==> src/rtl/biquad_coef_loader.sv <==
// biquad_coef_loader: assembles a serial coefficient frame in shadow
// registers and commits it atomically to the biquad cascade on a sample tick.
//
// Ports:
//   CLK, RST            clock, synchronous active-high reset
//   load_start          pulse, starts (or restarts) a coefficient frame
//   load_valid/ready    word handshake; load_data is the signed word
//   sample_tick         filter sample boundary strobe
//   coef_b0..coef_a2    active coefficients, section k at [16k+15:16k]
//   pending             complete frame held in shadow, awaiting a tick
//   committed           one-cycle pulse, new coefficients visible
//   abort_err           sticky, a frame was restarted or aborted mid-load
module biquad_coef_loader #(
  parameter int                 N_SECTIONS = 4,
  parameter logic signed [15:0] RESET_B0   = 16'sh4000
) (
  input  logic                           CLK,
  input  logic                           RST,
  input  logic                           load_start,
  input  logic                           load_valid,
  input  logic signed [15:0]             load_data,
  output logic                           load_ready,
  input  logic                           sample_tick,
  output logic [16*N_SECTIONS-1:0]       coef_b0,
  output logic [16*N_SECTIONS-1:0]       coef_b1,
  output logic [16*N_SECTIONS-1:0]       coef_b2,
  output logic [16*N_SECTIONS-1:0]       coef_a1,
  output logic [16*N_SECTIONS-1:0]       coef_a2,
  output logic                           pending,
  output logic                           committed,
  output logic                           abort_err
);

  localparam int NW = 5 * N_SECTIONS;
  localparam int CW = $clog2(NW);
  localparam int VW = 16 * N_SECTIONS;
  localparam logic [CW-1:0] LAST = CW'(NW - 1);

  // Shadow frame is flat, word w at [16w+15:16w], section-major order.
  function automatic logic [16*NW-1:0] shadow_default();
    logic [16*NW-1:0] r;
    r = '0;
    for (int w = 0; w < NW; w++) begin
      if (w % 5 == 0) r[16*w +: 16] = RESET_B0;
    end
    return r;
  endfunction

  localparam logic [16*NW-1:0] SH_RST = shadow_default();
  localparam logic [VW-1:0]    B0_RST = {N_SECTIONS{RESET_B0}};

  typedef enum logic [1:0] {
    IDLE = 2'd0,
    LOAD = 2'd1,
    PEND = 2'd2
  } state_t;

  state_t           state_q;
  logic [CW-1:0]    cnt_q;
  logic [16*NW-1:0] shadow_q;
  logic [VW-1:0]    b0_q, b1_q, b2_q, a1_q, a2_q;
  logic             ready_q;
  logic             pend_q;
  logic             comm_q;
  logic             abort_q;
  logic             xfer;

  // A restart pulse takes priority over a word offered in the same cycle.
  assign xfer = (state_q == LOAD) & ready_q & load_valid & ~load_start;

  always_ff @(posedge CLK) begin
    if (RST) begin
      state_q  <= IDLE;
      cnt_q    <= '0;
      shadow_q <= SH_RST;
      b0_q     <= B0_RST;
      b1_q     <= '0;
      b2_q     <= '0;
      a1_q     <= '0;
      a2_q     <= '0;
      ready_q  <= 1'b0;
      pend_q   <= 1'b0;
      comm_q   <= 1'b0;
      abort_q  <= 1'b0;
    end else begin
      comm_q <= 1'b0;
      unique case (state_q)
        IDLE: begin
          if (load_start) begin
            state_q <= LOAD;
            cnt_q   <= '0;
            ready_q <= 1'b1;
          end
        end
        LOAD: begin
          if (load_start) begin
            if (cnt_q != '0) abort_q <= 1'b1;
            cnt_q <= '0;
          end else if (xfer) begin
            shadow_q[16*cnt_q +: 16] <= load_data;
            if (cnt_q == LAST) begin
              state_q <= PEND;
              cnt_q   <= '0;
              ready_q <= 1'b0;
              pend_q  <= 1'b1;
            end else begin
              cnt_q <= cnt_q + 1'b1;
            end
          end
        end
        PEND: begin
          if (load_start) begin
            abort_q <= 1'b1;
            state_q <= LOAD;
            cnt_q   <= '0;
            ready_q <= 1'b1;
            pend_q  <= 1'b0;
          end else if (sample_tick) begin
            for (int k = 0; k < N_SECTIONS; k++) begin
              b0_q[16*k +: 16] <= shadow_q[16*(5*k+0) +: 16];
              b1_q[16*k +: 16] <= shadow_q[16*(5*k+1) +: 16];
              b2_q[16*k +: 16] <= shadow_q[16*(5*k+2) +: 16];
              a1_q[16*k +: 16] <= shadow_q[16*(5*k+3) +: 16];
              a2_q[16*k +: 16] <= shadow_q[16*(5*k+4) +: 16];
            end
            state_q <= IDLE;
            pend_q  <= 1'b0;
            comm_q  <= 1'b1;
          end
        end
        default: begin
          state_q <= IDLE;
          cnt_q   <= '0;
          ready_q <= 1'b0;
          pend_q  <= 1'b0;
        end
      endcase
    end
  end

  assign load_ready = ready_q;
  assign pending    = pend_q;
  assign committed  = comm_q;
  assign abort_err  = abort_q;
  assign coef_b0    = b0_q;
  assign coef_b1    = b1_q;
  assign coef_b2    = b2_q;
  assign coef_a1    = a1_q;
  assign coef_a2    = a2_q;

endmodule
==> config.mk <==
export PLATFORM = sky130hd
export DESIGN_NAME = biquad_coef_loader
export DESIGN_NICKNAME = d
export VERILOG_FILES = /design/src/rtl/biquad_coef_loader.sv
export SDC_FILE = /design/constraint.sdc
export NUM_CORES = 1
export LEC_CHECK = 0
export CELL_PAD_IN_SITES_DETAIL_PLACEMENT = 0
export CELL_PAD_IN_SITES_GLOBAL_PLACEMENT = 1
export CORE_ASPECT_RATIO = 0.9
export CORE_MARGIN = 2
export CORE_UTILIZATION = 37
export DETAILED_ROUTE_END_ITERATION = 10
export PLACE_DENSITY_LB_ADDON = 0.1
export SLEW_MARGIN = 0
export SYNTH_ARGS = -nofsm -noshare
export SYNTH_HDL_FRONTEND = slang
export SYNTH_SLANG_ARGS = --single-unit
==> constraint.sdc <==
create_clock -name CLK -period 3.62 [get_ports CLK]
set_clock_uncertainty 0.15 [all_clocks]
set_input_delay 0.543 -clock CLK [delete_from_list [all_inputs] [get_ports CLK]]
set_output_delay 0.543 -clock CLK [all_outputs]
set_load 0.01 [all_outputs]
==> Yosys cells after proc, flatten, opt, wreduce, memory -nomap -nowiden <==
Cells that the tools add are included.
{ "op_classes": {"addsub": 2, "eq_ne": 13, "shift": 2, "n_mux": 28, "bitwise": 6, "reduce_logical": 12} }
{ "ops": {"columns": ["op", "count"], "rows": [
  ["bitwise mux 320 bit", 1],
  ["variable shift 16 x 34 -> 320 bit (first input constant)", 1],
  ["indexed part select 16 x 34 -> 320 bit", 1],
  ["negator 9 -> 34 bit", 1],
  ["two-way mux 5 bit", 4],
  ["two-way mux 1 bit", 12],
  ["two-way mux 2 bit", 6],
  ["inequality test 2 bit (second input constant)", 5],
  ["one-hot mux 5 bit (2 select lines)", 1],
  ["AND reduction 5 bit", 2],
  ["AND reduction 4 bit", 2],
  ["inequality test 2 x 1 -> 1 bit (second input constant)", 3],
  ["inequality test 3 bit (second input constant)", 2],
  ["one-hot mux 2 bit (3 select lines)", 1],
  ["AND reduction 3 bit", 2],
  ["adder 5 x 1 -> 5 bit (second input constant)", 1],
  ["equality test 5 bit (second input constant)", 1],
  ["nonzero test 5 bit", 1],
  ["one-hot mux 1 bit (2 select lines)", 2],
  ["AND 1 bit", 3],
  ["NOT 1 bit", 3],
  ["one-hot mux 1 bit (3 select lines)", 1],
  ["OR reduction 3 bit", 1],
  ["equality test 2 x 1 -> 1 bit (second input constant)", 1],
  ["5 further kinds", 5]
]} }
{ "totals": {"ff_bits": 651, "in_bits": 21, "out_inout_bits": 324, "word_cells": 75} }

==> Depth between registers and ports, before layout <==
Gate-level depths: netlist (run 1).
{ "logic_depth": {"depth_word": 7, "mapped_depth": 14} }

==> Least setup slack after synthesis (run 1) <==
OpenSTA, ideal clock, no wires.
{ "synth_timing": {"kind": "flip-flop to flip-flop", "startpoint": "register cnt_q[0]", "endpoint": "register shadow_q[310]", "arrival_time_ns": 3.423, "required_ns": 3.410, "setup_slack_ns": -0.013, "stages_incl_launch_ff": 13, "synth_period_minus_slack_ns": 3.633, "path_cell_list": "dfxtp_1 > clkbuf_1 > clkbuf_1 > inv_1 > ha_1 > clkbuf_1 > nor3b_1 > ha_1 > nor4bb_1 > or3b_1 > clkbuf_1 > or4b_2 > nand2_1"} }
{ "synth_via": {"elab_chain_cells": 3, "elab_cells_between_ends": 4, "cone_classes": "add/sub (1); shift (2); mux (1)"} }
{ "synth_lines": {"columns": ["item", "line", "source"], "rows": [
  ["from (decl)", "59", "logic [CW-1:0] cnt_q;"],
  ["from (signal assigned)", "107", "cnt_q <= cnt_q + 1'b1;"],
  ["negator 9 -> 34 bit *", "100", "shadow_q[16*cnt_q +: 16] <= load_data;"],
  ["indexed part select 16 x 34 -> 320 bit / variable shift 16 x 34 -> 320 bit (equally long branches)", "100", null],
  ["bitwise mux 320 bit *", "100", null],
  ["to (signal, indexed assignment)", "100", null],
  ["to (decl)", "60", "logic [16*NW-1:0] shadow_q;"]
]} }
Every way passes the cells marked *; elsewhere a longest branch is shown, timed or not.
A chain may end at the register's enable or synchronous reset.

==> Final worst setup path (run 1) <==
{ "layout_timing": {"startpoint": "register cnt_q[0]", "endpoint": "register shadow_q[312]"} }
Same word-level chain as after synthesis.

==> results.json, run 1 <==
{
  "status": "completed",
  "totalWireLength_microns": 83500,
  "drv_cap": 0,
  "clock.fmax_mhz": 293,
  "cts_inserted_buffers": 72,
  "leakage_nw": 11.3,
  "hold_path_class": "in2reg",
  "dr.first_iter.drc_count": 1482,
  "ys_types": 47,
  "synth_edf_count": 0,
  "wl_per_cell_microns": 20.5,
  "peakVddDrop_uv": 288,
  "cts_sinks": 651,
  "syn_nets": 2918,
  "async_flop_share": 0,
  "setup_violations": 0,
  "finalCritPeriodShare": 0.944,
  "netlist_instances": 2894,
  "gp_congestion": 0.839,
  "ios": 345,
  "timing.rr.start": "cnt_q[0]",
  "finish.utilization": 0.476,
  "syn_avg_cell_area_sq_um": 8.66,
  "final_cell_mix": "nand2_1 (721), dfxtp_1 (651), a21oi_1 (414)",
  "initial_core_util": 0.374,
  "antenna_found_initial": 0,
  "crit_required_ns": 4.00,
  "synth_area_leaders": "dfxtp_1 (52%), nand2_1 (11%), mux2i_1 (8.9%)",
  "start_kind": "register",
  "synth-seq-cells": 651,
  "clockRootBuffer": "clkbuf_16",
  "min_period_ns": 3.42,
  "grt_pass1_vias": 20800,
  "max_slew_margin": 0.174,
  "worstHoldPathCells": 2,
  "crit_path_max_fanout": 27,
  "final_common_cell": "nand2_1",
  "synth_top_area_frac": 0.520,
  "fillCellCount": 6493,
  "ys_warn_count": 0,
  "r2r_end": "shadow_q[312]",
  "grt_max_degree": 192,
  "h-tree-depth": 3,
  "tightest_slew_ns": 1.22,
  "die_y_microns": 251,
  "dieArea_sq_mm": 0.0698,
  "overflow": 0,
  "yosysTopAreaCell": "dfxtp_1",
  "cts_tree": "done",
  "via_per_inst": 5.15,
  "startpoint": "cnt_q[0]",
  "finalSetupTns_ns": 0,
  "syn_area_sq_mm": 0.0251,
  "finalNetCount": 3176,
  "ys_seq_area_frac": 0.520,
  "design.core.area_sq_mm": 0.0670,
  "cts_hold_buffers": 0,
  "clk_path_buf_depth": 3,
  "rsz0062_at_grt": "no",
  "cts-resized-gates": 0,
  "port_buffers": 344,
  "drv_slew": 0,
  "crit_type": "reg2reg",
  "layout-drive-gt1-share": 0.0745,
  "synth-main-ff-cell": "dfxtp_1",
  "crit_path_end": "shadow_q[312]",
  "rrSetupSlack_ns": 0.20,
  "vias": 21000,
  "end_kind": "register",
  "drtAntennaViolNets": 0,
  "num_rows": 90,
  "syn2layout_area_growth_pct": 27.3,
  "post_cts_buffers": 0,
  "drt-pass1-iter-count": 5,
  "dpl.hpwl_microns": 55700,
  "drc": 0,
  "powerDensity_mw_per_mm2": 476,
  "worstSkewPairLatency_ns": 0.61,
  "gr-usage-all-layers": 0.233,
  "cp.arrival_ns": 3.80,
  "die_x_microns": 278,
  "clk_pin_slew_ns": 0.06,
  "grt_pass1_wl_microns": 126000,
  "reg2regPathDepth": 9,
  "hold_viol_final": 0
}
how the worst min path moves through the flow:
stage	startpoint	endpoint	slack (ns)
2_1_floorplan	shadow_q[310]	coef_a2[54]	0.28
3_3_place_gp	shadow_q[9]	coef_b0[9]	0.29
5_1_grt	RST	shadow_q[316]	0.23
6_report	RST	coef_a2[51]	0.22
3_5_place_dp	shadow_q[110]	coef_b1[30]	0.29
4_1_cts	RST	shadow_q[0]	0.19
per-stage QoR:
step	hold WS [ns]	area, sq um	setup slack, ns	std cells	power (W)
CTS	0.194	31900	0.213	4081	0.0154
global route	0.230	31900	0.00507	4081	0.0157
floorplan	0.277	25100	0.0554	2894	0.00756
finish	0.222	31900	0.202	4083	0.0152
global placement	0.289	29500	0.272	3952	0.00777
detailed placement	0.291	29500	0.148	3952	0.00777
critical path: stages, from the launching register on:
cell	delay (ns)
dfxtp_1	0.31
inv_1	0.07
ha_1	0.16
nor3b_1	0.21
ha_1	0.29
nor4bb_1	0.45
or3b_1	0.75
buf_4	0.30
or4b_1	0.50
a21oi_1	0.15
layer usage:
metal,part of all wire,GRT usage,vias up,wire length (microns)
met4,0.020,0.0632,0,1680
met5,0,0,-,0
met3,0.044,0.0388,121,3680
met1,0.45,0.308,10200,37900
li1,-,-,10200,-
met2,0.48,0.393,450,40300
kinds of logic after synthesis:
group	Yosys count	share of synthesized area
muxes	226	0.0904
adders and majority gates	3	0.00150
DFF	651	0.520
AOI/OAI and AO/OA	571	0.119
xor gates and xnor gates	2	0.000699
buffers and inverters	265	0.0439
and+or+nand+nor	1176	0.225
Yosys cell counts (5+ instances only):
master and n:
a21oi_1 414, buf_1 13, buf_2 13, buf_4 6, buf_6 9, clkbuf_1 216, dfxtp_1 651, inv_1 8
mux2i_1 224, nand2_1 721, nand2b_1 242, nand3_1 38, nand3b_1 10, nand4_1 48, nor2_1 15, nor2b_1 5
nor3_1 27, o21ai_0 113, o31ai_1 31, or3_1 12, or4_1 7, or4b_1 15
state kept, by name, indices dropped and copies added (netlist names), 2 cells and up:
name	count
shadow_q	320
coef_a1	64
coef_b1	64
coef_b2	64
coef_a2	64
state_q	2
coef_b0	64
cnt_q	5
cell type report:
type                            count  area (sq um)  area share
Clock inverter                     19           263     0.00823
Tap cell                          874          1090      0.0343
Timing Repair Buffer              441          4290       0.134
Antenna cell                        2          5.00    0.000157
Inverter                            8          30.0    0.000941
Clock buffer                      110          2190      0.0686
Multi-Input combinational cell   1978         11000       0.345
Sequential cell                   651         13000       0.408
report_power, final:
part	leakage (nW)	switching, W	internal (W)
Clock	1.21	0.00299	0.00460
Combinational	4.83	0.000314	0.000126
Sequential	5.24	0.00000453	0.00717
Power figures use the tool's default switching activity.
==> run 2: changes to the inputs <==
--- a/config.mk
+++ b/config.mk
@@ -5,14 +5,15 @@
 export SDC_FILE = /design/constraint.sdc
 export NUM_CORES = 1
 export LEC_CHECK = 0
+export ABC_CLOCK_PERIOD_IN_PS = 3620
 export CELL_PAD_IN_SITES_DETAIL_PLACEMENT = 0
 export CELL_PAD_IN_SITES_GLOBAL_PLACEMENT = 1
 export CORE_ASPECT_RATIO = 0.9
 export CORE_MARGIN = 2
 export CORE_UTILIZATION = 37
 export DETAILED_ROUTE_END_ITERATION = 10
-export PLACE_DENSITY_LB_ADDON = 0.1
-export SLEW_MARGIN = 0
+export PLACE_DENSITY_LB_ADDON = 0.05
+export SLEW_MARGIN = 10
 export SYNTH_ARGS = -nofsm -noshare
 export SYNTH_HDL_FRONTEND = slang
 export SYNTH_SLANG_ARGS = --single-unit
==> run 2 against run 1 <==
Effect of this change:
- count of clock-buffer cells in the layout down 5
- global-route usage up 0.22 points
- sequential share of layout area grew 0.35 points
- largest cell class unchanged
==> results.json, run 2 (synthesized netlist as in run 1, its figures left out) <==
{
  "finish.utilization": 0.472,
  "fillCellCount": 6506,
  "grt_pass1_wl_microns": 127000,
  "drv_slew": 0,
  "final_common_cell": "nand2_1",
  "worstSkewPairLatency_ns": 0.61,
  "totalWireLength_microns": 84100,
  "drv_cap": 0,
  "design.core.area_sq_mm": 0.0670,
  "end_kind": "register",
  "crit_path_max_fanout": 16,
  "status": "completed",
  "cts_hold_buffers": 0,
  "grt_pass1_vias": 20700,
  "clk_path_buf_depth": 3,
  "crit_required_ns": 3.95,
  "holdWs_ns": 0.284,
  "rrSetupSlack_ns": 0.51,
  "post_cts_buffers": 0,
  "max_slew_margin": 0.260,
  "drt-pass1-iter-count": 5,
  "finalSetupTns_ns": 0,
  "leakage_nw": 11.2,
  "cts-resized-gates": 0,
  "cts_inserted_buffers": 72,
  "clock.fmax_mhz": 322,
  "cp.arrival_ns": 3.44,
  "clk_pin_slew_ns": 0.06,
  "cts_tree": "done",
  "tightest_slew_ns": 1.11,
  "powerDensity_mw_per_mm2": 465,
  "drtAntennaViolNets": 0,
  "hold_path_class": "in2reg",
  "h-tree-depth": 3,
  "rsz0062_at_grt": "no",
  "wl_per_cell_microns": 20.6,
  "setup_violations": 0,
  "min_period_ns": 3.11,
  "via_per_inst": 5.16,
  "vias": 21000,
  "die_x_microns": 278,
  "worstHoldPathCells": 2,
  "dieArea_sq_mm": 0.0698,
  "initial_core_util": 0.374,
  "finalNetCount": 3172,
  "ios": 345,
  "num_antenna_cells": 0,
  "syn2layout_area_growth_pct": 26.2,
  "finalCritPeriodShare": 0.859,
  "antenna_found_initial": 1,
  "dpl.hpwl_microns": 56100,
  "cts_sinks": 651,
  "clockRootBuffer": "clkbuf_16",
  "overflow": 0,
  "crit_type": "reg2reg",
  "gr-usage-all-layers": 0.235,
  "reg2regPathDepth": 10,
  "port_buffers": 344,
  "regMostFlops": "shadow_q",
  "start_kind": "register",
  "die_y_microns": 251,
  "drc": 0,
  "layout-drive-gt1-share": 0.0710,
  "peakVddDrop_uv": 262,
  "largest_reg_flops": 320,
  "dr.first_iter.drc_count": 1553,
  "num_rows": 90,
  "grt_max_degree": 181,
  "final_cell_mix": "nand2_1 (721), dfxtp_1 (651), a21oi_1 (414)",
  "gp_congestion": 0.865,
  "hold_viol_final": 0
}
[run 2: where the power goes]
part           switching [W]  internal (W)
Clock                0.00297       0.00412
Combinational       0.000313      0.000124
Sequential        0.00000528       0.00717
[run 2: area by class of cell]
| class | count | area (sq um) | share of cell area |
|---|---|---|---|
| Clock inverter | 19 | 171 | 0.00542 |
| Tap cell | 874 | 1090 | 0.0346 |
| Inverter | 8 | 30.0 | 0.000949 |
| Timing Repair Buffer | 437 | 4220 | 0.133 |
| Multi-Input combinational cell | 1978 | 11000 | 0.348 |
| Sequential cell | 651 | 13000 | 0.412 |
| Clock buffer | 105 | 2080 | 0.0657 |
[run 2: through the flow]
step / worst slack, ns / cell area (sq um) / std cells / total power [W]
after global routing: 0.208 / 31600 / 4072 / 0.0152
after floorplan: 0.0554 / 25100 / 2894 / 0.00756
after global placement: 0.395 / 29400 / 3948 / 0.00777
final: 0.510 / 31600 / 4072 / 0.0147
after CTS: 0.500 / 31600 / 4072 / 0.0149
after detailed placement: 0.389 / 29400 / 3948 / 0.00777
[run 2: path summary, 6_finish.rpt]
| path | start | endpoint |
|---|---|---|
| worst min register to register | shadow_q[229] | coef_a2[37] |
| worst max register to register | cnt_q[0] | shadow_q[122] |
| worst min-delay path | RST | coef_a2[47] |
| worst max-delay path | cnt_q[0] | shadow_q[122] |
[run 2: critical path, stage by stage, from the launching register on]
cell     delay, ns
dfxtp_1       0.32
inv_1         0.06
ha_1          0.19
nor3b_1       0.14
ha_1          0.30
buf_4         0.21
inv_1         0.10
or3_1         0.53
or4b_1        0.56
buf_4         0.25
mux2i_1       0.16
[run 2: layer usage]
layer / share of wire / global-route usage / vias to the layer above / wire [microns]
li1: - / - / 10200 / -
met1: 0.45 / 0.313 / 10200 / 37900
met2: 0.48 / 0.392 / 478 / 40200
met3: 0.044 / 0.0360 / 125 / 3710
met4: 0.028 / 0.0749 / 2 / 2330
met5: 0.000095 / 0 / - / 8
